## config.mk

```make
export PLATFORM = sky130hd
export DESIGN_NAME = int_fp_mul_stream
export DESIGN_NICKNAME = d
export VERILOG_FILES = /design/src/rtl/int_fp_mac_pkg.sv /design/src/rtl/int_fp_mul.sv /design/src/rtl/int_fp_mul_stream.sv
export SDC_FILE = /design/constraint.sdc
export NUM_CORES = 1
export LEC_CHECK = 0
export ABC_AREA = 1
export BUFFER_PORTS_ARGS = -buffer_cell sky130_fd_sc_hd__clkbuf_2
export CAP_MARGIN = 25
export CORE_ASPECT_RATIO = 0.75
export CORE_MARGIN = 4
export CORE_UTILIZATION = 45
export DETAILED_ROUTE_END_ITERATION = 8
export PLACE_DENSITY = 0.65
export SYNTH_ARGS = -nofsm -noshare
export SYNTH_HDL_FRONTEND = slang
export SYNTH_SLANG_ARGS = --single-unit
```

## constraint.sdc

```tcl
create_clock -name clk -period 9 [get_ports clk]
set_input_delay 1.8 -clock clk [delete_from_list [all_inputs] [get_ports clk]]
set_output_delay 1.8 -clock clk [all_outputs]
set_load 0.02 [all_outputs]
```

## src/rtl/int_fp_mac_pkg.sv

```systemverilog
// Shared constants and types for the INT/FP16 multiply datapath.
package int_fp_mac_pkg;
    localparam logic        MODE_FP        = 1'b1;
    localparam logic        MODE_INT       = 1'b0;
    localparam int          FIFO_DEPTH_DEF = 4;
    localparam logic [15:0] FP_QNAN        = 16'h7E00;

    typedef struct packed {
        logic        mode;
        logic [15:0] res;
    } res_t;
endpackage

```

## src/rtl/int_fp_mul.sv

```systemverilog
// Combinational 16-bit multiplier: low 16 bits of a*b in INT mode, IEEE half
// product (round-to-nearest-even, subnormals flushed to zero) in FP mode.
module int_fp_mul
    import int_fp_mac_pkg::*;
(
    input  logic [15:0] a,
    input  logic [15:0] b,
    input  logic        mode,
    output logic [15:0] result
);
    logic              sgn;
    logic [4:0]        ea, eb;
    logic [9:0]        fa, fb;
    logic              a_nan, b_nan, a_inf, b_inf, a_zero, b_zero;
    logic [21:0]       prod;
    logic signed [7:0] exp_s;
    logic [9:0]        mant;
    logic              grd, stk;
    logic [10:0]       mant_r;
    logic [15:0]       int_lo;

    always_comb begin
        sgn    = a[15] ^ b[15];
        ea     = a[14:10];
        eb     = b[14:10];
        fa     = a[9:0];
        fb     = b[9:0];
        a_nan  = (ea == 5'h1F) && (fa != 10'd0);
        b_nan  = (eb == 5'h1F) && (fb != 10'd0);
        a_inf  = (ea == 5'h1F) && (fa == 10'd0);
        b_inf  = (eb == 5'h1F) && (fb == 10'd0);
        a_zero = (ea == 5'd0);
        b_zero = (eb == 5'd0);
        int_lo = a * b;

        prod  = 22'({1'b1, fa}) * 22'({1'b1, fb});
        exp_s = $signed({3'b000, ea}) + $signed({3'b000, eb}) - 8'sd15;
        if (prod[21]) begin
            mant  = prod[20:11];
            grd   = prod[10];
            stk   = |prod[9:0];
            exp_s = exp_s + 8'sd1;
        end else begin
            mant  = prod[19:10];
            grd   = prod[9];
            stk   = |prod[8:0];
        end
        // Round-up carry out of the mantissa bumps the exponent; mantissa wraps to 0.
        mant_r = {1'b0, mant} + {10'd0, grd & (stk | mant[0])};
        if (mant_r[10]) exp_s = exp_s + 8'sd1;

        if (mode == MODE_INT)
            result = int_lo;
        else if (a_nan || b_nan || (a_inf && b_zero) || (b_inf && a_zero))
            result = FP_QNAN;
        else if (a_inf || b_inf)
            result = {sgn, 15'h7C00};
        else if (a_zero || b_zero)
            result = {sgn, 15'h0000};
        else if (exp_s >= 8'sd31)
            result = {sgn, 15'h7C00};
        else if (exp_s <= 8'sd0)
            result = {sgn, 15'h0000};
        else
            result = {sgn, exp_s[4:0], mant_r[9:0]};
    end
endmodule

```

## src/rtl/int_fp_mul_stream.sv

```systemverilog
// Streaming wrapper: S1 operand register, int_fp_mul, S2 result register, result
// FIFO. Input credit covers every in-flight beat so S1/S2 never stall.
module int_fp_mul_stream
    import int_fp_mac_pkg::*;
#(
    parameter int FIFO_DEPTH = FIFO_DEPTH_DEF,
    parameter int CNT_W      = 16
) (
    input  logic             clk,
    input  logic             reset,
    input  logic             in_valid,
    output logic             in_ready,
    input  logic             in_mode,
    input  logic [15:0]      in_a,
    input  logic [15:0]      in_b,
    output logic             out_valid,
    input  logic             out_ready,
    output logic [15:0]      out_result,
    output logic             out_mode,
    output logic             busy,
    output logic [CNT_W-1:0] op_count
);
    localparam int PW = (FIFO_DEPTH > 1) ? $clog2(FIFO_DEPTH) : 1;
    localparam int CW = PW + 1;

    logic [1:0]       vld_pipe_q, vld_pipe_d;  // [0] = S1, [1] = S2
    logic [15:0]      s1_a_q, s1_a_d, s1_b_q, s1_b_d;
    logic             s1_mode_q, s1_mode_d;
    res_t             s2_q, s2_d;
    res_t             fifo_mem_q [FIFO_DEPTH];
    res_t             fifo_mem_d [FIFO_DEPTH];
    logic [PW-1:0]    wr_ptr_q, wr_ptr_d, rd_ptr_q, rd_ptr_d;
    logic [CW-1:0]    fifo_cnt_q, fifo_cnt_d;
    logic [CNT_W-1:0] op_count_q, op_count_d;
    logic             rdy_en_q, rdy_en_d;
    logic [15:0]      mul_res;
    logic [CW:0]      inflight;
    logic             accept, push, pop;

    int_fp_mul u_mul (
        .a      (s1_a_q),
        .b      (s1_b_q),
        .mode   (s1_mode_q),
        .result (mul_res)
    );

    always_comb begin
        inflight = {1'b0, fifo_cnt_q} + {{CW{1'b0}}, vld_pipe_q[0]}
                 + {{CW{1'b0}}, vld_pipe_q[1]};
        // rdy_en_q keeps in_ready low while reset is held, high from the first cycle after.
        in_ready   = rdy_en_q && (inflight < (CW + 1)'(FIFO_DEPTH));
        out_valid  = (fifo_cnt_q != '0);
        out_result = out_valid ? fifo_mem_q[rd_ptr_q].res  : 16'h0000;
        out_mode   = out_valid ? fifo_mem_q[rd_ptr_q].mode : 1'b0;
        busy       = (|vld_pipe_q) || out_valid;
        op_count   = op_count_q;

        accept = in_valid && in_ready;
        push   = vld_pipe_q[1];
        pop    = out_valid && out_ready;

        vld_pipe_d = {vld_pipe_q[0], accept};
        s1_a_d     = accept ? in_a    : s1_a_q;
        s1_b_d     = accept ? in_b    : s1_b_q;
        s1_mode_d  = accept ? in_mode : s1_mode_q;
        s2_d       = vld_pipe_q[0] ? res_t'{mode: s1_mode_q, res: mul_res} : s2_q;

        fifo_mem_d = fifo_mem_q;
        if (push) fifo_mem_d[wr_ptr_q] = s2_q;
        wr_ptr_d = push ? wr_ptr_q + PW'(1) : wr_ptr_q;
        rd_ptr_d = pop  ? rd_ptr_q + PW'(1) : rd_ptr_q;
        case ({push, pop})
            2'b10:   fifo_cnt_d = fifo_cnt_q + CW'(1);
            2'b01:   fifo_cnt_d = fifo_cnt_q - CW'(1);
            default: fifo_cnt_d = fifo_cnt_q;
        endcase

        op_count_d = op_count_q + CNT_W'(accept);
        rdy_en_d   = 1'b1;
    end

    always_ff @(posedge clk or negedge reset) begin
        if (!reset) begin
            vld_pipe_q <= '0;
            s1_a_q     <= '0;
            s1_b_q     <= '0;
            s1_mode_q  <= 1'b0;
            s2_q       <= '0;
            wr_ptr_q   <= '0;
            rd_ptr_q   <= '0;
            fifo_cnt_q <= '0;
            op_count_q <= '0;
            rdy_en_q   <= 1'b0;
        end else begin
            vld_pipe_q <= vld_pipe_d;
            s1_a_q     <= s1_a_d;
            s1_b_q     <= s1_b_d;
            s1_mode_q  <= s1_mode_d;
            s2_q       <= s2_d;
            wr_ptr_q   <= wr_ptr_d;
            rd_ptr_q   <= rd_ptr_d;
            fifo_cnt_q <= fifo_cnt_d;
            op_count_q <= op_count_d;
            rdy_en_q   <= rdy_en_d;
        end
    end

    // Storage needs no reset: entries are only visible when fifo_cnt_q covers them.
    always_ff @(posedge clk) begin
        fifo_mem_q <= fifo_mem_d;
    end
endmodule

```

# Yosys cells after proc, flatten, opt, wreduce, memory -nomap -nowiden
# Index checks and enable logic that the tools add are counted.
[word_totals]
reg_bits = 144
[op_classes]
multipliers = 2
n_lt_le_gt_ge = 6
addsub = 12
n_reduce_logical = 27
n_eq_ne = 4
muxes = 20
n_bitwise = 5
[op_table]
columns = ["cell", "count"]
rows = [
  ["bitwise mux 68 bit", 1],
  ["two-way mux 15 bit", 4],
  ["two-way mux 17 bit", 3],
  ["two-way mux 16 bit", 3],
  ["binary-select mux 17 bit (select 2 bit)", 1],
  ["demux 17 bit (select 2 bit)", 1],
  ["multiplier 11 x 11 -> 22 bit", 1],
  ["zero test 10 bit", 2],
  ["nonzero test 10 bit", 2],
  ["adder 16 x 1 -> 16 bit", 1],
  ["adder 8 x 2 -> 8 bit, second input constant", 2],
  ["multiplier 16 x 16 -> 16 bit", 1],
  ["two-way mux 8 bit", 2],
  ["adder 10 x 1 -> 11 bit", 1],
  ["== test 5 bit, second input constant", 2],
  ["logical AND 1 bit", 10],
  ["zero test 5 bit", 2],
  ["two-way mux 10 bit", 1],
  ["OR reduction 10 bit", 1],
  ["OR reduction 9 bit", 1],
  [">= comparator 8 x 6 -> 1 bit, second input constant", 1],
  ["less-or-equal comparator 8 x 1 -> 1 bit, second input constant", 1],
  ["subtractor 8 x 5 -> 8 bit, second input constant", 1],
  ["adder 5 x 5 -> 6 bit", 1],
  ["20 further kinds", 30],
]

# Logic depth before layout (Yosys ltp)
# Gate-level depths: netlist (run 1).
[logic_depth]
ltp_word = 14
depth_mapped = 42
ltp_nobuf = 39

# Cells and area by module
# A second synthesis (run 1) with hierarchy kept.
[unflattened]
cells_unflattened = 1946
hier_area_um2 = 15760.1
[modules_own_cells]
columns = ["mod", "area_per_inst_um2", "cells_each", "seq_area_each_um2", "n_inst"]
rows = [
  ["int_fp_mul", 9806.9, 1414, 0.0, 1],
  ["int_fp_mul_stream", 5953.2, 532, 3943.8, 1],
]

# Least setup slack after synthesis (run 1)
# Ideal clock, no wire load.
[synth_timing]
kind = "register -> register"
from = "reg s1_b_q[2]"
to = "reg s2_q[7] (netlist bit)"
t_arrival_ns = 6.447
path_slack_ns = 2.436
n_path_buf = 3
path_stages_with_launch = 37
path_cell_list = "dfrtp_1 clkbuf_1 clkbuf_1 nand2_1 fa_1 inv_1 fa_1 fa_1 fa_1 inv_1 fa_1 inv_1 ha_1 nand2_2 inv_1 a21oi_2 nand3_2 nand2_4 nand2_2 nand2_2 nand2_4 buf_2 nand2_1 o21ai_0 nor2_1 ha_1 nand2_2 nor2_4 nand2_1 nand2_1 nand2_1 nor2_1 nand3_2 nand2_2 nor2_2 a21oi_1 nor2_1"
[synth_between]
elab_chain_len = 14
[synth_lines]
columns = ["element", "line_no", "rtl"]
rows = [
  ["from (decl)", "int_fp_mul_stream.sv:27", "logic [15:0] s1_a_q, s1_a_d, s1_b_q, s1_b_d;"],
  ["from (signal assigned)", "int_fp_mul_stream.sv:86", "s1_b_q <= '0;"],
  ["from (signal assigned)", "int_fp_mul_stream.sv:97", "s1_b_q <= s1_b_d;"],
  ["multiplier 11 x 11 -> 22 bit", "int_fp_mul.sv:36", "prod = 22'({1'b1, fa}) * 22'({1'b1, fb});"],
  ["OR reduction 10 bit / OR reduction 9 bit (equally long branches)", "int_fp_mul.sv:41, int_fp_mul.sv:46", ""],
  ["two-way mux 1 bit", "int_fp_mul.sv:38", "if (prod[21]) begin"],
  ["OR 1 bit", "int_fp_mul.sv:49", "mant_r = {1'b0, mant} + {10'd0, grd & (stk | mant[0])};"],
  ["AND 1 bit", "int_fp_mul.sv:49", ""],
  ["adder 10 x 1 -> 11 bit", "int_fp_mul.sv:49", ""],
  ["two-way mux 8 bit", "int_fp_mul.sv:50", "if (mant_r[10]) exp_s = exp_s + 8'sd1;"],
  ["less-or-equal comparator 8 x 1 -> 1 bit", "int_fp_mul.sv:62", "else if (exp_s <= 8'sd0)"],
  ["two-way mux 15 bit", "int_fp_mul.sv:62", ""],
  ["two-way mux 15 bit", "int_fp_mul.sv:60", "else if (exp_s >= 8'sd31)"],
  ["two-way mux 15 bit", "int_fp_mul.sv:58", "else if (a_zero || b_zero)"],
  ["two-way mux 15 bit", "int_fp_mul.sv:56", "else if (a_inf || b_inf)"],
  ["two-way mux 16 bit", "int_fp_mul.sv:54", "else if (a_nan || b_nan || (a_inf && b_zero) || (b_inf && a_zero))"],
  ["two-way mux 16 bit (*)", "int_fp_mul.sv:52", "if (mode == MODE_INT)"],
  ["to (signal assigned)", "int_fp_mul_stream.sv:88", "s2_q <= '0;"],
  ["to (signal assigned)", "int_fp_mul_stream.sv:99", "s2_q <= s2_d;"],
  ["to (decl)", "int_fp_mul_stream.sv:29", "res_t s2_q, s2_d;"],
]
# Mark *: on every way between the ends. The rest lies on a longest branch, timed or not.
# A chain may end at the register's enable or synchronous reset.

# Worst setup path after layout (run 1)
[layout_timing]
from = "reg s1_a_q[1]"
to = "reg s2_q[7] (netlist bit)"
[layout_between]
elab_chain_len = 14
[layout_lines]
columns = ["element", "line_no", "rtl"]
rows = [
  ["from (decl)", "int_fp_mul_stream.sv:27", ""],
  ["from (signal assigned)", "int_fp_mul_stream.sv:85", "s1_a_q <= '0;"],
  ["from (signal assigned)", "int_fp_mul_stream.sv:96", "s1_a_q <= s1_a_d;"],
  ["multiplier 11 x 11 -> 22 bit", "int_fp_mul.sv:36", ""],
  ["OR reduction 10 bit / OR reduction 9 bit (equally long branches)", "int_fp_mul.sv:41, int_fp_mul.sv:46", ""],
  ["two-way mux 1 bit", "int_fp_mul.sv:38", ""],
  ["OR 1 bit", "int_fp_mul.sv:49", ""],
  ["AND 1 bit", "int_fp_mul.sv:49", ""],
  ["adder 10 x 1 -> 11 bit", "int_fp_mul.sv:49", ""],
  ["two-way mux 8 bit", "int_fp_mul.sv:50", ""],
  ["less-or-equal comparator 8 x 1 -> 1 bit", "int_fp_mul.sv:62", ""],
  ["two-way mux 15 bit", "int_fp_mul.sv:62", ""],
  ["two-way mux 15 bit", "int_fp_mul.sv:60", ""],
  ["two-way mux 15 bit", "int_fp_mul.sv:58", ""],
  ["two-way mux 15 bit", "int_fp_mul.sv:56", ""],
  ["two-way mux 16 bit", "int_fp_mul.sv:54", ""],
  ["two-way mux 16 bit (*)", "int_fp_mul.sv:52", ""],
]
# Marks and branches as above.

==> results_dict.tcl, run 1 <==
set metrics [dict create \
    synth.net_count 2177 \
    grt_max_degree 61 \
    syn_to_final_growth_pct 8.83 \
    htree_levels 4 \
    hold_depth 1 \
    grt_use_total_pct 21.4 \
    die_h_um 167 \
    firstDrtPassIters 5 \
    cts_buffer_depth 2 \
    cp.arrival_ns 7.66 \
    slowest_delay_ns 0.77 \
    grt_pass1_vias 12000 \
    syn_area_per_cell_um2 8.16 \
    async_flop_share_pct 52.8 \
    syn_area_um2 15100 \
    crit_path_start "s1_a_q[1]" \
    cp_slowest_cell "dfrtp_1" \
    design.die.area_um2 36700 \
    synthCells 1854 \
    run_status "complete, no violations" \
    finalSetupViolCount 0 \
    postCtsResizedCells 0 \
    maxCapViolations 0 \
    startpoint_type "flop" \
    ioPinCount 73 \
    maxSlewHeadroom_pct 35.2 \
    synth-seq-cells 144 \
    via_per_inst 5.01 \
    dp_hpwl_um 30000 \
    setup_tns_ns 0 \
    grt_use_met3_pct 4.03 \
    antenna_cells 0 \
    crit_type "flop to flop" \
    post-cts-setup-buffers 0 \
    clock_sinks 144 \
    cts_tree "yes" \
    antenna_found_initial 0 \
    clock_latency_ns 0.45 \
    drtIter0Drc 829 \
    rsz0062_at_grt "false" \
    max_freq_ghz 0.136 \
    final.min_clock_period_ns 7.33 \
    crit_cells 33 \
    end_kind "flop" \
    via_count 11800 \
    r2r_cells 33 \
    clk_pin_slew_ns 0.07 \
    critPathTopFamily "adder cells" \
    grt_pass1_wl_um 62100 \
    place_congestion 0.922 \
    synth_ff_type "dfrtp_1" \
    overflow 0 \
    pre_cts_slack_ns 1.76 \
    cts_hold_buf 0 \
    use_met1_pct 31.2 \
    port_buffers 72 \
    grt-busiest-layer "met2" \
    hold_class "flop to flop" \
    drive_gt1_share_pct 8.36 \
    wl_per_cell_um 15.9 \
    ant_nets 0 \
    drc 0 \
    yosys_warnings 0 \
    final-max-slew-violation-count 0 \
    cts_made_buffers 17 \
    wirelength_um 37500 \
    fp.dieW_um 220 \
    start_util_pct 46.1 \
    synth_enable_flop_cells 68 \
    period_share_pct 81.4 \
    nets 2225 \
    cts-root-buf "clkbuf_16" \
    cp_max_fo 19 \
    final.setup.worst_slack_ns 1.67 \
    hp-start "op_count[15]" \
    rows 57 \
    fin_skew_ns 0.0126 \
    grt_util_met2_pct 33.1 \
    crit_buf_inv 5 \
    reg2reg_from "s1_a_q[1]" \
    tightest_slew_ns 0.971 \
    ys_seq_area_share_pct 26.1 \
    synth.distinct_cells 49 \
    worstPathRequired_ns 9.34 \
    coreArea_um2 32800 \
    hold_viol_final 0 \
    fill_cells 3196 \
]
cell usage in the layout, fill, tap and decap left out, drive strengths merged:
cell type and instances:
nand2 437, inv 430, nor2 162, fa 156, ha 130, clkbuf 89, o21ai 86, dfrtp 76
edfxtp 68, nand3 61, a21oi 60, xor2 50, xnor2 22, nor3 22, nand4 15, o21bai 10
nand3b 6, buf 6, and2 5, nor4 3, a22o 3, clkinvlp 3, clkinv 3, o31ai 2
nor3b 1, o211ai 1, a21o 1, o21a 1, or2 1, a31oi 1, and3 1, a22oi 1
a211oi 1, conb 1
kinds of logic after synthesis:
kind of cell / count (synthesis) / share of synthesized area (%)
buffers and inverters: 470 / 11.7
XOR/XNOR: 72 / 4.17
other: 1 / 0.0248
adder cells (fa/ha/maj): 286 / 31.4
AO/OA/AOI/OAI: 167 / 6.15
AND/OR/NAND/NOR: 714 / 20.5
flip-flops: 144 / 26.1
flip-flops by register name, indices dropped and copies added (netlist names):
register,flops
s2_q,17
op_count,16
s1_mode_q,1
fifo_mem_q,68
s1_b_q,16
s1_a_q,16
vld_pipe_q,2
rd_ptr_q,2
wr_ptr_q,2
rdy_en_q,1
fifo_cnt_q,3
per-stage QoR:
stage          hold WS (ns)  instances  instance area [µm²]  util (%)
2_1_floorplan         0.352       1854                15100         -
3_3_place_gp          0.466       2324                15900      48.4
3_5_place_dp          0.463       2325                15900      48.5
4_1_cts               0.478       2357                16500      50.2
5_1_grt               0.490       2357                16500      50.2
6_report              0.476       2357                16500      50.2
synth_stat cells, types with 2 or more instances:
cell type	number	area [µm²]
dfrtp_1	76	1900
a21oi_1	55	275
nand2_4	9	101
nand2_2	14	87.6
and2_1	4	25.0
fa_1	156	3120
clkinv_1	2	7.51
o21ai_2	2	17.5
ha_1	130	1630
nand3_2	5	50.1
nor3_1	20	100
nor4_1	3	18.8
nor2_1	154	578
o21bai_1	10	75.1
a22o_1	3	26.3
nand4_1	15	93.8
edfxtp_1	68	2040
inv_1	419	1570
xnor2_1	22	193
nand3_1	55	275
nor2_2	2	12.5
o21ai_1	2	10.0
clkbuf_1	45	169
nand2_1	414	1550
nor2_4	5	56.3
nor3_4	2	32.5
a21oi_2	5	43.8
xor2_1	50	438
nand3b_1	6	45.0
o21ai_0	82	410
final timing paths:
check | to | slack, ns
setup / recovery | s2_q[7] | 1.67
hold / removal | op_count[15] | 0.48
setup reg to reg | s2_q[7] | 1.67
hold reg to reg | op_count[15] | 0.48
max in group asynchronous | s2_q[2] | 7.00
min in group asynchronous | op_count[6] | 1.37
metal layers:
metal	vias to the layer above	part of all wire, %
met3	44	6.4
met2	354	44
met5	-	0
met1	5664	47
li1	5740	-
met4	0	1.7
final cells by class:
type | instances | area [µm²] | area share, %
clock buffer | 18 | 439 | 2.67
clock inverter | 14 | 119 | 0.722
inverter | 422 | 1580 | 9.62
multi-input combinational | 1240 | 9420 | 57.2
sequential | 144 | 3940 | 23.9
tap | 442 | 553 | 3.36
timing repair buffer | 77 | 413 | 2.51
Power of run 1 is left out: the tool's default activity adds up to more than one toggle a clock period on the data nets, which glitch-free logic cannot reach.
==> run 2, diff against run 1 <==
- clock period: 9 -> 7.6 ns (I/O delays scaled with it)
==> results_dict.tcl, run 2 (synthesis gave the netlist of run 1 again) <==
set metrics [dict create \
    run_status "complete, no violations" \
    maxCapViolations 0 \
    final_common_cell "inv_1" \
    reg_top3 "fifo_mem_q x68, s2_q x17" \
    wl_per_cell_um 15.9 \
    drive_gt1_share_pct 9.37 \
    hold_viol_final 0 \
    fin_skew_ns 0.0129 \
    reg2reg_from "s1_a_q[1]" \
    antenna_cells 0 \
    place_congestion 0.924 \
    tightest_slew_ns 0.944 \
    dp_hpwl_um 30200 \
    clock_sinks 144 \
    fp.dieW_um 220 \
    place_area_um2 16000 \
    grt_pass1_vias 12100 \
    r2r_slack_ns 0.58 \
    rows 57 \
    worstPathRequired_ns 7.93 \
    drc 0 \
    design_area_um2 16500 \
    max_freq_ghz 0.142 \
    r2r_end "s2_q[8]" \
    cts_hold_buf 0 \
    holdPathEnd "op_count[15]" \
    antenna_found_initial 0 \
    cp_max_fo 19 \
    setup_tns_ns 0 \
    grt_max_degree 61 \
    overflow 0 \
    grt_use_total_pct 21.7 \
    finalSetupViolCount 0 \
    hold_depth 1 \
    start_util_pct 46.1 \
    dp.cells 2331 \
    hp-start "op_count[15]" \
    rsz0062_at_grt "false" \
    top_register "fifo_mem_q" \
    coreArea_um2 32800 \
    clock_latency_ns 0.45 \
    design.die.area_um2 36700 \
    period_share_pct 92.4 \
    startpoint_type "flop" \
    cts-root-buf "clkbuf_16" \
    syn_to_final_growth_pct 9.37 \
    via_count 11800 \
    ant_nets 0 \
    final.setup.worst_slack_ns 0.578 \
    via_per_inst 4.99 \
    layout_common_cells "inv_1, nand2_1, fa_1" \
    pre_cts_slack_ns 0.297 \
    cts_tree "yes" \
    cts_made_buffers 17 \
    cp_slowest_cell "dfrtp_2" \
    post-cts-setup-buffers 0 \
    cts_buffer_depth 2 \
    cp.arrival_ns 7.35 \
    r2r_cells 33 \
    postCtsResizedCells 0 \
    final.min_clock_period_ns 7.02 \
    final_cells 2363 \
    drtIter0Drc 808 \
    ioPinCount 73 \
    crit_type "flop to flop" \
    final-max-slew-violation-count 0 \
    grt_pass1_wl_um 63100 \
    clk_pin_slew_ns 0.07 \
    hold_class "flop to flop" \
    largest_reg_flops 68 \
    end_kind "flop" \
    slowest_delay_ns 0.58 \
    port_buffers 72 \
    nets 2231 \
    maxSlewHeadroom_pct 37.0 \
    die_h_um 167 \
    firstDrtPassIters 5 \
    htree_levels 4 \
    wirelength_um 37500 \
]
-- run 2: changes by cell type in the layout (fill, tap and decap cells not counted) --
| cell | before | now |
|---|---|---|
| dfrtp_1 | 76 | 63 |
| dfrtp_2 | 0 | 13 |
| buf_4 | 5 | 11 |
| inv_6 | 7 | 4 |
| bufinv_16 | 0 | 1 |
| clkbuf_1 | 0 | 1 |
| clkbuf_8 | 1 | 0 |
| clkinv_1 | 2 | 1 |
| clkinv_4 | 1 | 2 |
| clkinvlp_4 | 3 | 4 |
| ha_1 | 130 | 129 |
| ha_2 | 0 | 1 |
| inv_8 | 2 | 3 |
-- run 2: worst max-delay path by stage --
stage	endpoint	startpoint
final	s2_q[8]	s1_a_q[1]
after global routing	s2_q[7]	s1_a_q[1]
after CTS	s2_q[8]	s1_a_q[1]
after detailed placement	s2_q[8]	s1_a_q[1]
after global placement	s2_q[8]	s1_a_q[1]
after floorplan	s2_q[7]	s1_b_q[2]
-- run 2: final cells by class --
class                   count  area, µm²
multi-input cells        1240       9420
well taps                 442        553
clock inverters            14        146
clock buffers              18        429
flip-flops and latches    144       3960
repair buffers             83        458
fillers                  3123      16300
inverters                 422       1580
-- run 2: critical path: cells and delay by family (launching register included) --
family                   cells  cell delay [ns]
adder cells (fa/ha/maj)      7             3.37
AND/OR/NAND/NOR             18             2.10
flip-flops                   1             0.58
AO/OA/AOI/OAI                3             0.44
buffers and inverters        5             0.39
-- run 2: metrics by stage --
step / util, % / hold slack (ns)
after detailed placement: 48.6 / 0.463
after global placement: 48.6 / 0.467
final: 50.4 / 0.473
after CTS: 50.4 / 0.478
after floorplan: - / 0.352
after global routing: 50.4 / 0.499
-- run 2: per-layer routing --
layer  track usage [%]  vias to the layer above  routed length (µm)
met2              33.7                      326               16900
met1              31.9                     5672               17700
met3              4.01                       41                2430
li1                  -                     5751                   -
met4              5.05                        0                 504
met5                 0                        -                   0
Power of run 2 is left out for the same reason.
